<file path="config.mk">
export PLATFORM = sky130hd
export DESIGN_NAME = bcd_addsub_serial
export DESIGN_NICKNAME = d
export VERILOG_FILES = /design/src/rtl/bcd_addsub_serial.sv
export SDC_FILE = /design/constraint.sdc
export NUM_CORES = 1
export LEC_CHECK = 0
export CAP_MARGIN = 20
export CORE_MARGIN = 10
export CORE_UTILIZATION = 50
export CTS_CLUSTER_DIAMETER = 80
export CTS_CLUSTER_SIZE = 40
export DETAILED_ROUTE_END_ITERATION = 6
export GPL_ROUTABILITY_DRIVEN = 0
export GPL_TIMING_DRIVEN = 0
export PLACE_DENSITY = 0.83
export SLEW_MARGIN = 0
export SYNTH_ARGS = -nofsm -noshare
export SYNTH_HDL_FRONTEND = slang
export SYNTH_SLANG_ARGS = --single-unit
</file>
<file path="constraint.sdc">
create_clock -name clk -period 5.2 [get_ports clk]
set_input_delay 0.78 -clock clk [delete_from_list [all_inputs] [get_ports clk]]
set_output_delay 0.78 -clock clk [all_outputs]
set_load 0.1 [all_outputs]
</file>
<file path="src/rtl/bcd_addsub_serial.sv">
// Digit-serial signed (sign-magnitude) BCD adder/subtractor.
// One shared digit slice processes one BCD digit per clock, LSD first.
module bcd_addsub_serial #(
  parameter int unsigned NDIG = 3
) (
  input  logic              clk,
  input  logic              rst,
  input  logic              START,
  input  logic              SUB,
  input  logic              A_SIGN,
  input  logic [4*NDIG-1:0] A_MAG,
  input  logic              B_SIGN,
  input  logic [4*NDIG-1:0] B_MAG,
  output logic              R_SIGN,
  output logic [4*NDIG-1:0] R_MAG,
  output logic              OVF,
  output logic              ERR,
  output logic              BUSY,
  output logic              DONE
);

  localparam int unsigned W  = 4 * NDIG;
  localparam int unsigned CW = $clog2(NDIG) + 1;
  localparam logic [CW-1:0] LastIdx = CW'(NDIG - 1);
  localparam logic [CW-1:0] IdxOne  = 1;

  typedef enum logic [1:0] {StIdle, StAdd, StFix, StFin} state_e;

  state_e         state_q, state_d;
  logic [W-1:0]   a_q, a_d, b_q, b_d, r_q, r_d;
  logic [CW-1:0]  idx_q, idx_d;
  logic           a_sign_q, a_sign_d;
  logic           diff_q, diff_d;
  logic           carry_q, carry_d;
  logic           r_sign_q, r_sign_d;
  logic           ovf_q, ovf_d;
  logic           err_q, err_d;
  logic           busy_q, busy_d;
  logic           done_q, done_d;

  logic [3:0]     dig_x, dig_y, dig_out;
  logic [4:0]     dig_sum, dig_adj;
  logic           dig_cout;
  logic           bad_digit;
  logic [W+3:0]   r_shift;

  always_comb begin
    bad_digit = 1'b0;
    for (int unsigned i = 0; i < NDIG; i++) begin
      if (A_MAG[4*i +: 4] > 4'd9 || B_MAG[4*i +: 4] > 4'd9) bad_digit = 1'b1;
    end
  end

  // Shared digit slice: ADD feeds a/b (b 9's-complemented on the difference path),
  // FIX feeds the 9's complement of the stored result digit.
  always_comb begin
    dig_x = a_q[3:0];
    dig_y = diff_q ? (4'd9 - b_q[3:0]) : b_q[3:0];
    if (state_q == StFix) begin
      dig_x = 4'd9 - r_q[3:0];
      dig_y = 4'd0;
    end
    dig_sum = {1'b0, dig_x} + {1'b0, dig_y} + {4'b0000, carry_q};
    dig_adj = dig_sum + 5'd6;
    if (dig_sum > 5'd9) begin
      dig_out  = dig_adj[3:0];
      dig_cout = 1'b1;
    end else begin
      dig_out  = dig_sum[3:0];
      dig_cout = 1'b0;
    end
    // Result register rotates right; the new digit enters at the top.
    r_shift = {dig_out, r_q};
  end

  always_comb begin
    state_d  = state_q;
    a_d      = a_q;
    b_d      = b_q;
    r_d      = r_q;
    idx_d    = idx_q;
    a_sign_d = a_sign_q;
    diff_d   = diff_q;
    carry_d  = carry_q;
    r_sign_d = r_sign_q;
    ovf_d    = ovf_q;
    err_d    = err_q;
    busy_d   = busy_q;
    done_d   = 1'b0;

    unique case (state_q)
      StIdle: begin
        if (START && !done_q) begin
          busy_d   = 1'b1;
          r_d      = '0;
          r_sign_d = 1'b0;
          ovf_d    = 1'b0;
          a_d      = A_MAG;
          b_d      = B_MAG;
          a_sign_d = A_SIGN;
          diff_d   = A_SIGN ^ B_SIGN ^ SUB;
          carry_d  = A_SIGN ^ B_SIGN ^ SUB;
          idx_d    = '0;
          if (bad_digit) begin
            err_d   = 1'b1;
            state_d = StFin;
          end else begin
            err_d   = 1'b0;
            state_d = StAdd;
          end
        end
      end

      StAdd: begin
        a_d     = a_q >> 4;
        b_d     = b_q >> 4;
        r_d     = r_shift[W+3:4];
        carry_d = dig_cout;
        idx_d   = idx_q + IdxOne;
        if (idx_q == LastIdx) begin
          idx_d = '0;
          if (!diff_q) begin
            ovf_d    = dig_cout;
            r_sign_d = a_sign_q;
            state_d  = StFin;
          end else if (dig_cout) begin
            r_sign_d = a_sign_q;
            state_d  = StFin;
          end else begin
            // |B| > |A|: result is in 10's complement form, recomplement it.
            r_sign_d = ~a_sign_q;
            carry_d  = 1'b1;
            state_d  = StFix;
          end
        end
      end

      StFix: begin
        r_d     = r_shift[W+3:4];
        carry_d = dig_cout;
        idx_d   = idx_q + IdxOne;
        if (idx_q == LastIdx) begin
          idx_d   = '0;
          state_d = StFin;
        end
      end

      StFin: begin
        if (!ovf_q && r_q == '0) r_sign_d = 1'b0;
        done_d  = 1'b1;
        busy_d  = 1'b0;
        state_d = StIdle;
      end

      default: state_d = StIdle;
    endcase
  end

  always_ff @(posedge clk) begin
    if (rst) begin
      state_q  <= StIdle;
      a_q      <= '0;
      b_q      <= '0;
      r_q      <= '0;
      idx_q    <= '0;
      a_sign_q <= 1'b0;
      diff_q   <= 1'b0;
      carry_q  <= 1'b0;
      r_sign_q <= 1'b0;
      ovf_q    <= 1'b0;
      err_q    <= 1'b0;
      busy_q   <= 1'b0;
      done_q   <= 1'b0;
    end else begin
      state_q  <= state_d;
      a_q      <= a_d;
      b_q      <= b_d;
      r_q      <= r_d;
      idx_q    <= idx_d;
      a_sign_q <= a_sign_d;
      diff_q   <= diff_d;
      carry_q  <= carry_d;
      r_sign_q <= r_sign_d;
      ovf_q    <= ovf_d;
      err_q    <= err_d;
      busy_q   <= busy_d;
      done_q   <= done_d;
    end
  end

  assign R_SIGN = r_sign_q;
  assign R_MAG  = r_q;
  assign OVF    = ovf_q;
  assign ERR    = err_q;
  assign BUSY   = busy_q;
  assign DONE   = done_q;

endmodule
</file>
==> impl_metrics.tcl, run 1 <==
set metrics [dict create \
    status "finished, final reports clean" \
    total_power_mw 1.96 \
    skew_ns 0.00473 \
    synth_cells 293 \
    h-tree-depth 2 \
    tns_ns 0 \
    rows 26 \
    cts_made_buffers 5 \
    worst_pin_slew_ns 0.982 \
    yosys.area.top_type "dfxtp_1" \
    postCtsSetupBuffers 0 \
    dieHeight_um 92.3 \
    ios 47 \
    async_flop_share 0 \
    tritoncts "built" \
    layout-drive-gt1-share 0.0838 \
    ant_nets 0 \
    yosysTopAreaCellShare 0.375 \
    power_density_nw_per_um2 600 \
    antenna_found_initial 0 \
    syn_area_per_cell_sq_um 8.93 \
    met3_usage 0.0589 \
    viasPerCell 5.66 \
    yosys_warnings 0 \
    cpMaxStageDelayCell "a311oi_1" \
    cp_max_fo 10 \
    ys_seq_elements 49 \
    routed-via-count 2353 \
    dpl.hpwl_um 5160 \
    synth_cell_type_count 49 \
    start_util 0.516 \
    holdCritStartpoint "a_sign_q" \
    clockBufferDepth 2 \
    cts_resized 0 \
    ys.flop_type "dfxtp_1" \
    p_leak_nw 1.23 \
    grt_max_degree 16 \
    hold_path.class "flip-flop to flip-flop" \
    finalHoldViolations 0 \
    cp.required_ns 5.37 \
    globalRouteOverflowTotal 0 \
    diodes 0 \
    grt_pass1_vias 2434 \
    grt_util_met2 0.268 \
    fin_nets 389 \
    drt_wl_total_um 6630 \
    critical_path.startpoint "state_q[0]" \
    cts.sinks 49 \
    layout_common_cells "dfxtp_1, nor2_1, clkdlybuf4s50_1, mux2i_1, a211oi_1" \
    met1_usage 0.169 \
    max_freq_mhz 252 \
    rsz0062_at_grt "no" \
    die_w_um 92.3 \
    path_cells "inv_1, ha_1, clkbuf_1, mux2i_1, fa_1, inv_1, fa_1, xnor2_1, ha_1, a22oi_4, a311oi_1, o2111a_1, a211oi_1" \
    firstDrtPassIters 4 \
    critPathKind "flip-flop to flip-flop" \
    clk_pin_slew_ns 0.09 \
    cp_data_arrival_time_ns 4.14 \
    area_growth_pct 25.2 \
    routedWlPerCell_um 15.9 \
    drcViolationCount 0 \
    die_area_sq_um 8530 \
    post-route-util 0.645 \
    synth_edf_count 0 \
    cp_num_buf_inv 3 \
    drtIter0Drc 121 \
    end_kind "flip-flop" \
    min_period_ns 3.97 \
    postLayoutCellArea_sq_um 3270 \
    timing.slew.headroom 0.343 \
    netlist_top_cells_area "dfxtp_1, mux2i_1, nor2_1, ha_1, a211oi_1" \
    hold_buffers 0 \
    clock_latency_ns 0.30 \
    worstReg2RegStart "state_q[0]" \
    syn_nets 337 \
    core_sq_um 5070 \
    startpoint_type "flip-flop" \
    gr-usage-all-layers 0.153 \
    cts_root_buf "clkbuf_8" \
    slowest_delay_ns 0.59 \
    r2r_slack_ns 1.23 \
    grt.busiest_layer "met2" \
    grt_pass1_wl_um 11000 \
    max-cap-violations 0 \
    ir_worst_vdd_uv 320 \
    fin_crit_sh 0.763 \
    setup_slack_ns 1.23 \
    portBuffers 45 \
    slew_violations 0 \
    critical-path-top-delay-family "adder cells" \
    finalSetupViolCount 0 \
    seq_area_frac_synth 0.375 \
    place_area_sq_um 3150 \
    place_ws_ns 1.40 \
    syn_area_sq_um 2620 \
]
## flip-flops by register name, indices dropped and copies added, names as in the netlist
register,cells
R_SIGN,1
b_q,12
DONE,1
ERR,1
R_MAG,12
diff_q,1
idx_q,3
a_sign_q,1
a_q,12
BUSY,1
state_q,2
OVF,1
carry_q,1
## final timing paths
kind,to,cells past startpoint
hold / removal,a_sign_q,2
hold reg to reg,a_sign_q,2
setup reg to reg,state_q[0],13
setup / recovery,state_q[0],13
## worst min-delay path: cells and delay by family, from the launching register on
kind	cells	cell delay (ns)
AO/OA/AOI/OAI	1	0.05
flip-flops	1	0.33
AND/OR/NAND/NOR	1	0.06
## area by class of cell
cell class / count / area, sq um
Tap cell: 70 / 87.6
Timing Repair Buffer: 45 / 450
Inverter: 16 / 60.1
Multi-Input combinational cell: 213 / 1510
Clock buffer: 6 / 82.6
Sequential cell: 49 / 981
Clock inverter: 2 / 37.5
Buffer: 15 / 70.1
Fill cell: 454 / 1800
## synth_stat cells, types with 2 or more instances
cell	count
a211oi_1	19
a21o_2	3
a21oi_1	12
a22oi_1	18
a31oi_1	2
buf_2	3
clkbuf_1	11
dfxtp_1	49
fa_1	2
ha_1	12
inv_1	16
mux2_2	3
mux2i_1	19
nand2_1	10
nand2b_1	4
nand3_1	2
nand3b_1	5
nand4b_1	2
nor2_1	49
nor2b_1	2
nor3_1	6
nor4_1	2
o21ai_0	9
o31ai_1	3
or2_2	2
xnor2_1	3
xor2_1	3
## layer usage
metal,routed length (um),share of wire
met2,3190,0.48
met1,2840,0.43
met5,0,0
met4,78,0.012
met3,522,0.079
## report_power, final
part	leakage, nW	internal, mW	switching [mW]
combinational	0.766	0.449	0.691
sequential	0.401	0.473	0.0645
clock	0.0574	0.156	0.129
## through the flow
| step | instances | hold slack (ns) |
|---|---|---|
| 6_report | 416 | 0.488 |
| 5_1_grt | 416 | 0.522 |
| 4_1_cts | 416 | 0.485 |
| 3_5_place_dp | 408 | 0.471 |
| 3_3_place_gp | 408 | 0.463 |
| 2_1_floorplan | 293 | 0.450 |
## cell families after synthesis
family	share of synthesized area
xor gates and xnor gates	0.0201
DFF	0.375
AOI/OAI and AO/OA	0.228
buffers and inverters	0.0497
adders and majority gates	0.0727
and+or+nand+nor	0.169
muxes	0.0856
No activity file was read; power rests on OpenSTA's default activity.
==> inputs of run 2 (changes only) <==
- CORE_UTILIZATION: 50 -> 47
- PLACE_DENSITY: 0.83 -> 0.81
- clock period: 5.2 -> 3.6 ns (I/O delays scaled with it)
==> run 2 against run 1 <==
  * Combinational power grew 46%
  * Global-route usage shrank 0.85 points
  * Die area grew 5.0%
  * First-iteration DRC count grew 23%
  * Wire length is essentially flat
  * Clock power grew 62%
  * Critical path depth shrank 1
  * Worst setup slack lost 0.96 ns
  * Sequential cell count is the same
  * Non-clock buffer count shrank 1
  * Critical path type unchanged
  * Critical endpoint is now R_MAG[10]
==> impl_metrics.tcl, run 2 (synthesized netlist as in run 1, its figures left out) <==
set metrics [dict create \
    cp_max_fo 11 \
    hold_path.class "flip-flop to flip-flop" \
    dpl.hpwl_um 5190 \
    core_sq_um 5440 \
    ant_nets 0 \
    place_inst 410 \
    worst_pin_slew_ns 0.983 \
    min_period_ns 3.33 \
    fin_nets 388 \
    h-tree-depth 2 \
    r2r_cells 12 \
    gr-usage-all-layers 0.145 \
    path_cells "inv_1, ha_4, mux2i_1, fa_1, inv_1, fa_1, xnor2_2, ha_2, a22oi_4, a31oi_4, mux2_2, o31ai_1" \
    stdcell_count 417 \
    portBuffers 45 \
    slowest_delay_ns 0.42 \
    pwr-share-clk 0.159 \
    max_freq_mhz 300 \
    tritoncts "built" \
    cpMaxStageDelayCell "fa_1" \
    cp_data_arrival_time_ns 3.54 \
    seq_power_share 0.269 \
    slew_violations 0 \
    routedWlPerCell_um 15.9 \
    whs_endpoint "a_sign_q" \
    finalHoldViolations 0 \
    dieHeight_um 94.6 \
    clock_latency_ns 0.30 \
    antenna_found_initial 0 \
    max-cap-violations 0 \
    viasPerCell 5.71 \
    holdCritStartpoint "a_sign_q" \
    cp_num_buf_inv 2 \
    p_sw_frac 0.439 \
    hold_buffers 0 \
    p_leak_nw 1.24 \
    drt_wl_total_um 6630 \
    drtIter0Drc 149 \
    cts.sinks 49 \
    worstReg2RegStart "state_q[0]" \
    clk_pin_slew_ns 0.09 \
    total_power_mw 2.91 \
    combPwrFrac 0.572 \
    ir_worst_vdd_uv 358 \
    r2r_slack_ns 0.27 \
    rsz0062_at_grt "no" \
    start_util 0.481 \
    rows 27 \
    switching_power_mw 1.28 \
    fin_crit_sh 0.925 \
    cts_made_buffers 5 \
    worst_hold_slack_ns 0.486 \
    globalRouteOverflowTotal 0 \
    die_w_um 94.6 \
    area_growth_pct 26.7 \
    skew_ns 0.00724 \
    layout_common_cells "dfxtp_1, nor2_1, clkdlybuf4s50_1, mux2i_1, a211oi_1" \
    power_density_nw_per_um2 877 \
    cts_root_buf "clkbuf_8" \
    finalSetupViolCount 0 \
    ios 47 \
    firstDrtPassIters 4 \
    grt_max_degree 16 \
    grt_pass1_vias 2355 \
    rr_endpoint "R_MAG[10]" \
    fillers 489 \
    status "finished, final reports clean" \
    timing.slew.headroom 0.343 \
    startpoint_type "flip-flop" \
    grt_pass1_wl_um 10700 \
    critPathKind "flip-flop to flip-flop" \
    diodes 0 \
    end_kind "flip-flop" \
    routed-via-count 2380 \
    layout-drive-gt1-share 0.0957 \
    drcViolationCount 0 \
    p_int_mw 1.63 \
    cp.required_ns 3.81 \
    hold-path-cell-count 2 \
    critical-path-top-delay-family "adder cells" \
    die_area_sq_um 8950 \
    clockBufferDepth 2 \
]
-- run 2: cell count changes in the layout (fill, tap and decap cells not counted), sizes merged --
cell,delta
clkbuf,-2
bufinv,+1
clkinv,+1
clkinvlp,-1
-- run 2: what timing repair did --
action | 4_1_cts | 5_1_grt
setup buffers | 0 | 0
endpoints found under the setup margin | 5 | 5
gates resized for setup | 1 | 4
-- run 2: worst min-delay path, cell delays in order, from the launching register on --
cell and delay (ns):
dfxtp_1 0.33, nand2_1 0.06, a21oi_1 0.05
-- run 2: metal layers --
| layer | GRT usage | vias up | routed length [um] |
|---|---|---|---|
| met5 | 0 | - | 0 |
| met4 | 0.0449 | 0 | 118 |
| met3 | 0.0420 | 16 | 473 |
| met2 | 0.249 | 82 | 3100 |
| met1 | 0.170 | 1124 | 2930 |
| li1 | - | 1158 | - |
-- run 2: power by group through the flow --
stage / logic, mW / clock network, mW / registers, mW
3_5_place_dp: 1.61 / 0 / 0.791
3_3_place_gp: 1.56 / 0 / 0.783
5_1_grt: 1.84 / 0.484 / 0.799
6_report: 1.66 / 0.461 / 0.782
4_1_cts: 1.62 / 0.466 / 0.778
2_1_floorplan: 1.14 / 0 / 0.911
-- run 2: worst max path at each step --
stage	from	to	slack, ns	cells after the start
global placement	state_q[0]	state_q[0]	-0.15	13
detailed placement	state_q[0]	state_q[0]	-0.20	13
global route	state_q[0]	R_MAG[10]	0.02	12
floorplan	R_MAG[1]	R_MAG[10]	0.12	10
CTS	state_q[0]	state_q[0]	0.03	12
finish	state_q[0]	R_MAG[10]	0.27	12
-- run 2: area by class of cell --
cell class                      instances  area, sq um  share of cell area
Clock buffer                            5         68.8              0.0208
Timing Repair Buffer                   45          450               0.136
Tap cell                               72         90.1              0.0272
Buffer                                 14         66.3              0.0200
Clock inverter                          3         65.1              0.0196
Inverter                               16         60.1              0.0181
Multi-Input combinational cell        213         1530               0.463
Sequential cell                        49          981               0.296
-- run 2: through the flow --
| stage | cell area [sq um] | utilization | setup WS [ns] | setup TNS (ns) |
|---|---|---|---|---|
| floorplan | 2620 | - | 0.120 | 0 |
| global placement | 3160 | 0.580 | -0.152 | -0.272 |
| detailed placement | 3160 | 0.580 | -0.203 | -0.599 |
| CTS | 3290 | 0.605 | 0.0296 | 0 |
| global route | 3320 | 0.610 | 0.0208 | 0 |
| finish | 3320 | 0.610 | 0.270 | 0 |
==> inputs of run 3 (changes only) <==
- RECOVER_POWER: unset -> 50
==> run 3 against run 2 <==
  * Clock skew rose by 0.0011 ns
  * Core utilization decreased by 0.18 points
  * Clock power barely moved
  * Cell count unchanged
  * Sequential share of layout area is 0.090 points higher
  * Critical path type unchanged
  * Critical endpoint unchanged
  * Largest power group unchanged
==> impl_metrics.tcl, run 3 (synthesized netlist as in run 1, its figures left out) <==
set metrics [dict create \
    cp.required_ns 3.82 \
    tritoncts "built" \
    grt_pass1_wl_um 10700 \
    gr-usage-all-layers 0.145 \
    hold_path.class "flip-flop to flip-flop" \
    max_freq_mhz 301 \
    max-cap-violations 0 \
    postCtsSetupBuffers 0 \
    met1Wirelength_um 2880 \
    critical_path.startpoint "state_q[0]" \
    setup_slack_ns 0.277 \
    drcViolationCount 0 \
    critPathKind "flip-flop to flip-flop" \
    globalRouteOverflowTotal 0 \
    core_sq_um 5440 \
    topRoutingLayerUsed "met4" \
    end_kind "flip-flop" \
    dpl.hpwl_um 5190 \
    rows 27 \
    cp_max_fo 11 \
    worst_hold_slack_ns 0.482 \
    r2r_cells 12 \
    grt_max_degree 16 \
    start_util 0.481 \
    rsz0062_at_grt "no" \
    firstDrtPassIters 4 \
    power_density_nw_per_um2 877 \
    rr_endpoint "R_MAG[10]" \
    skew_ns 0.00833 \
    cts_root_buf "clkbuf_8" \
    die_area_sq_um 8950 \
    routed-via-count 2395 \
    worstReg2RegStart "state_q[0]" \
    timing.slew.headroom 0.343 \
    cts.sinks 49 \
    clock_latency_ns 0.30 \
    cp_data_arrival_time_ns 3.54 \
    drtIter0Drc 120 \
    p_leak_nw 1.23 \
    stdcell_count 417 \
    total_power_mw 2.90 \
    area_growth_pct 26.4 \
    ios 47 \
    status "finished, final reports clean" \
    layout-drive-gt1-share 0.0928 \
    place_inst 410 \
    dieHeight_um 94.6 \
    antenna_found_initial 0 \
    diodes 0 \
    slew_violations 0 \
    h-tree-depth 2 \
    worst_pin_slew_ns 0.983 \
    ant_nets 0 \
    startpoint_type "flip-flop" \
    fin_nets 388 \
    dr_wl_met2_um 3130 \
    r2r_slack_ns 0.28 \
    finalHoldViolations 0 \
    finalSetupViolCount 0 \
    worstSetupEndpoint "R_MAG[10]" \
    ir_worst_vdd_uv 359 \
    grt_pass1_vias 2355 \
    cts_made_buffers 5 \
    clk_pin_slew_ns 0.09 \
    drt_wl_total_um 6630 \
    fillers 490 \
    die_w_um 94.6 \
    clockBufferDepth 2 \
    viasPerCell 5.74 \
    tns_ns 0 \
    min_period_ns 3.32 \
    portBuffers 45 \
    place_ws_ns -0.203 \
    fin_crit_sh 0.923 \
    routedWlPerCell_um 15.9 \
    wl_met3_um 506 \
    layout_common_cells "dfxtp_1, nor2_1, clkdlybuf4s50_1, mux2i_1, a211oi_1" \
]
[run 3: changes by cell type in the layout (fill, tap and decap cells not counted)]
cell	previous run	this run
clkdlybuf4s50_1	45	44
o21ai_0	9	10
clkbuf_1	10	11
clkbuf_8	6	5
o21ai_1	1	0
dlygate4sd3_1	0	1
[run 3: how the worst min path moves through the flow]
stage / startpoint / slack, ns / cells past startpoint / end
global route: a_sign_q / 0.50 / 2 / a_sign_q
floorplan: a_sign_q / 0.45 / 2 / a_sign_q
detailed placement: a_sign_q / 0.47 / 2 / a_sign_q
global placement: a_sign_q / 0.47 / 2 / a_sign_q
CTS: a_sign_q / 0.48 / 2 / a_sign_q
finish: a_sign_q / 0.48 / 2 / a_sign_q
[run 3: area by class of cell]
cell class / instances / area [sq um] / area share
Multi-Input combinational cell: 213 / 1530 / 0.464
Sequential cell: 49 / 981 / 0.297
Timing Repair Buffer: 45 / 450 / 0.136
Tap cell: 72 / 90.1 / 0.0273
Clock buffer: 5 / 68.8 / 0.0208
Clock inverter: 3 / 65.1 / 0.0197
Inverter: 16 / 60.1 / 0.0182
Buffer: 14 / 56.3 / 0.0170
[run 3: per-layer routing]
layer,GRT usage,vias to the layer above
met1,0.170,1134
li1,-,1161
met4,0.0449,0
met3,0.0420,14
met2,0.249,86
met5,0,-
[run 3: timing repair]
| item | CTS | global route |
|---|---|---|
| hold buffers | 0 | 0 |
| setup endpoints to repair | 5 | 5 |
| hold endpoints to repair | 0 | 0 |
| pin swaps | 0 | 0 |
| resized for setup | 1 | 4 |
[run 3: through the flow]
step | utilization | area [sq um]
after floorplan | - | 2620
after global placement | 0.580 | 3160
after detailed placement | 0.580 | 3160
after CTS | 0.605 | 3290
after global routing | 0.608 | 3310
final | 0.608 | 3310
[run 3: worst max-delay path, stage by stage (launching register included)]
cell,delay (ns)
dfxtp_1,0.37
inv_1,0.18
ha_4,0.25
mux2i_1,0.25
fa_1,0.24
inv_1,0.06
fa_1,0.42
xnor2_2,0.27
ha_2,0.27
a22oi_4,0.11
a31oi_4,0.25
mux2_2,0.37
o31ai_1,0.19
[run 3: report_power, final]
group          total (mW)  internal [mW]  switching, mW  leakage, nW
registers           0.781          0.684         0.0975        0.401
logic                1.66          0.668          0.988        0.765
clock network       0.463          0.276          0.186       0.0681
total                2.90           1.63           1.27         1.23
==> edit 1: new RTL, flow settings as in run 1 <==
Make the reset (`rst`) asynchronous in one clocked block.
--- a/src/rtl/bcd_addsub_serial.sv
+++ b/src/rtl/bcd_addsub_serial.sv
@@ -157,5 +157,5 @@
   end
 
-  always_ff @(posedge clk) begin
+  always_ff @(posedge clk or posedge rst) begin
     if (rst) begin
       state_q  <= StIdle;
Behaviour: differs if rst is asserted again (counterexample within 4 cycles, from zero or initial values and one cycle with rst high); with rst held inactive, the same outputs for 10 cycles.
==> edit 1 against run 1 <==
  * Hold slack lost 0.0022 ns
  * Cell area increased by 0.80%
  * Critical endpoint is now R_SIGN$_DFFE_PP0P_
  * Setup slack improved by 0.19 ns
  * Highest routed layer unchanged
  * Sequential cell count is the same
  * Area after synthesis grew 1.2%
  * Wire length shrank 5.3%
Power is left out: the tool's default activity adds up to more than one toggle a clock period on the data nets, which glitch-free logic cannot reach.
==> edit 1: results (changes against run 1) <==
placed_design:
  dp_cells: 374  # -8.3%
  dp_slack_ns: 1.45  # +0.0504 ns
  dpl.hpwl_um: 4940  # -4.3%
  port_buffers: 46  # +2.2%
min_path:
  holdPathEnd: "a_q[0]$_DFFE_PP0P_"
  holdCritStartpoint: "a_q[0]$_DFFE_PP0P_"
layout:
  design.seq.count: 49  # unchanged
  clk_share_pct: 2.54  # -1.1 points
  fillCellCount: 423  # -6.8%
  seq_share_pct: 37.1  # +7.2 points
  final_layout_size_suffix_gt1_share_pct: 6.09  # -2.3 points
  regArea_um2: 1230  # +25%
  n_all_inverters: 13  # -3
  final_cells: 382  # -8.2%
  nClkBuffers: 7  # +1
  nets: 356  # -8.5%
synthesis:
  synthTopCellsByArea: "dfrtp_1, mux2i_1, a22o_1"
  synth_common_cells: "dfrtp_1, nand2_1, o21ai_0, mux2i_1, a22o_1"
  synth_cell_type_count: 44  # -10%
  synth-seq-area-share_pct: 46.3  # +8.8 points
  syn_nets: 302  # -10%
route:
  routedWlPerCell_um: 16.4  # +3.1%
  drt-initial-drc-count: 134  # +11%
global_route:
  grt_pass1_vias: 2236  # -8.1%
  grt_pass1_wl_um: 10600  # -3.6%
  track_usage_pct: 14.9  # -0.43 points
  grt_max_degree: 34  # +18
sta:
  finClkSkew_ns: 0.00378  # -0.000954 ns
  tightest_slew_ns: 1.00  # +0.0195 ns
outcome:
  status: "complete, no violations"
critical_path:
  cp.arrival_ns: 3.96  # -0.18 ns
  critPathBufInv: 4  # +1
  rr_endpoint: "R_SIGN$_DFFE_PP0P_"
[edit 1: cell types whose count changed after synthesis, moves of 3 or more]
cell / change
o21ai_1: +10
nand2_1: +21
a22o_1: +19
a21oi_1: -4
nand3b_1: -4
nor3_1: -5
nor2_1: -37
inv_1: -3
dfrtp_1: +49
o21ai_0: +13
a22oi_1: -18
a211oi_1: -18
dfxtp_1: -49
[edit 1: cells by family (layout without fill, tap and decap cells)]
group	after synthesis	after routing	synth area share, %
compound gates	76	76	19.7
simple gates	60	60	10.9
flops	49	49	46.3
buf+inv	25	80	3.64
mux	23	23	8.83
fa+ha+maj	15	15	7.65
xor+xnor	9	9	2.98
[edit 1: routing by layer]
layer	global-route usage [%]	up-vias	share of wire [%]
met5	0	-	0
met4	6.56	0	2.2
met3	3.31	14	3.9
met2	25.0	46	51
met1	17.8	1031	43
li1	-	1028	-
==> edit 2: new RTL, settings of run 1 <==
Without the edit above. Change the parameter `NDIG` from 3 to 6.
--- a/src/rtl/bcd_addsub_serial.sv
+++ b/src/rtl/bcd_addsub_serial.sv
@@ -2,5 +2,5 @@
 // One shared digit slice processes one BCD digit per clock, LSD first.
 module bcd_addsub_serial #(
-  parameter int unsigned NDIG = 3
+  parameter int unsigned NDIG = 6
 ) (
   input  logic              clk,
Ports: changed (resized A_MAG, B_MAG and R_MAG); port bits go from 47 to 83. The function was not compared with the original's and may differ.
==> edit 2 against run 1 <==
  * Global-route usage is 2.3 points higher
  * Sequential share of layout area grew 2.8 points
  * Synthesized cell count is 56% higher
  * Total power increased by 45%
  * Hold slack got worse by 0.0099 ns
  * Cell count up 59%
  * Setup slack gained 0.093 ns
  * Sequential cell count rose by 37
  * Wire length grew 67%
  * First-iteration DRC count increased by 49%
  * Area after synthesis increased by 57%
  * Cell area is 61% higher
  * Count of clock-buffer cells in the layout is 5 higher
==> edit 2: results (changes against run 1) <==
route:
  routedWlPerCell_um: 16.8  # +5.4%
  drt-initial-drc-count: 180  # +49%
  wl_met1_um: 4720  # +66%
sta:
  period_minus_slack_ns: 3.88  # -0.0929 ns
  finClkSkew_ns: 0.00776  # +0.00303 ns
  tightest_slew_ns: 0.996  # +0.0141 ns
pwr:
  leakage_nw: 1.91  # +56%
  vdd_ir_drop_max_mv: 0.252  # -21%
synthesis:
  synth_mux_area_share_pct: 11.6  # +3.0 points
  syn_nets: 527  # +56%
  synth_common_cells: "nor2_1, dfxtp_1, mux2i_1, a211oi_1, a22oi_1"
  synthTopCellsByArea: "dfxtp_1, mux2i_1, nor2_1"
  synth_xor_area_share_pct: 1.49  # -0.52 points
  synth-seq-area-share_pct: 41.8  # +4.4 points
  syn_area_per_cell_um2: 8.98  # +0.60%
  synth_adder_area_share_pct: 4.93  # -2.3 points
global_route:
  globalRouteMet3Util_pct: 5.79  # -0.10 points
  grtUsageMet1_pct: 20.7  # +3.8 points
  met2_usage_pct: 29.0  # +2.2 points
  track_usage_pct: 17.7  # +2.3 points
  grt_max_degree: 15  # -1
placed_design:
  dpl.hpwl_um: 8510  # +65%
  dp_slack_ns: 1.36  # -0.0435 ns
  dp_cells: 644  # +58%
  placed_area_um2: 5060  # +60%
layout:
  final_cells: 660  # +59%
  fillCellCount: 692  # +52%
  final_layout_size_suffix_gt1_share_pct: 6.13  # -2.3 points
critical_path:
  cp.arrival_ns: 4.17  # +0.03 ns
outcome:
  status: "complete, no violations"
clocking:
  clock_latency_ns: 0.36  # +0.06 ns
edit 2: cell count changes in the layout (fill, tap and decap cells not counted), moves of 12 or more:
cell / run 1 / this run
clkdlybuf4s50_1: 45 / 81
dfxtp_1: 49 / 86
nor2_1: 49 / 88
mux2i_1: 19 / 42
a211oi_1: 19 / 41
o21ai_0: 9 / 21
edit 2: worst max-delay path, cell delays in order, from the launching register on:
cell and delay, ns:
dfxtp_1 0.34, inv_1 0.14, ha_1 0.24, clkbuf_1 0.35
nand2_1 0.08, o21ai_0 0.11, fa_1 0.23, inv_1 0.06
fa_1 0.40, xnor2_1 0.20, ha_1 0.26, a22o_1 0.25
o311ai_0 0.78, nand3_1 0.17, a21oi_1 0.18
edit 2: final timing paths:
check / start / endpoint
worst max-delay path: state_q[0]$_SDFFE_PP0P_ / state_q[0]$_SDFFE_PP0P_
worst min-delay path: a_sign_q$_SDFFE_PP0P_ / a_sign_q$_SDFFE_PP0P_
worst max register to register: state_q[0]$_SDFFE_PP0P_ / state_q[0]$_SDFFE_PP0P_
worst min register to register: a_sign_q$_SDFFE_PP0P_ / a_sign_q$_SDFFE_PP0P_
edit 2: layout make-up:
class | instances | area (um2) | area share (%)
Clock inverter | 5 | 58.8 | 1.12
Multi-Input combinational cell | 330 | 2210 | 42.0
Sequential cell | 86 | 1720 | 32.8
Inverter | 11 | 41.3 | 0.786
Buffer | 31 | 144 | 2.74
Clock buffer | 11 | 141 | 2.69
Timing Repair Buffer | 81 | 811 | 15.4
Tap cell | 105 | 131 | 2.50
edit 2: power breakdown:
| part | leakage, nW | switching (mW) | total [mW] | internal (mW) |
|---|---|---|---|---|
| sequential | 0.705 | 0.111 | 0.954 | 0.843 |
| clock | 0.0955 | 0.238 | 0.474 | 0.235 |
| combinational | 1.11 | 0.859 | 1.42 | 0.558 |
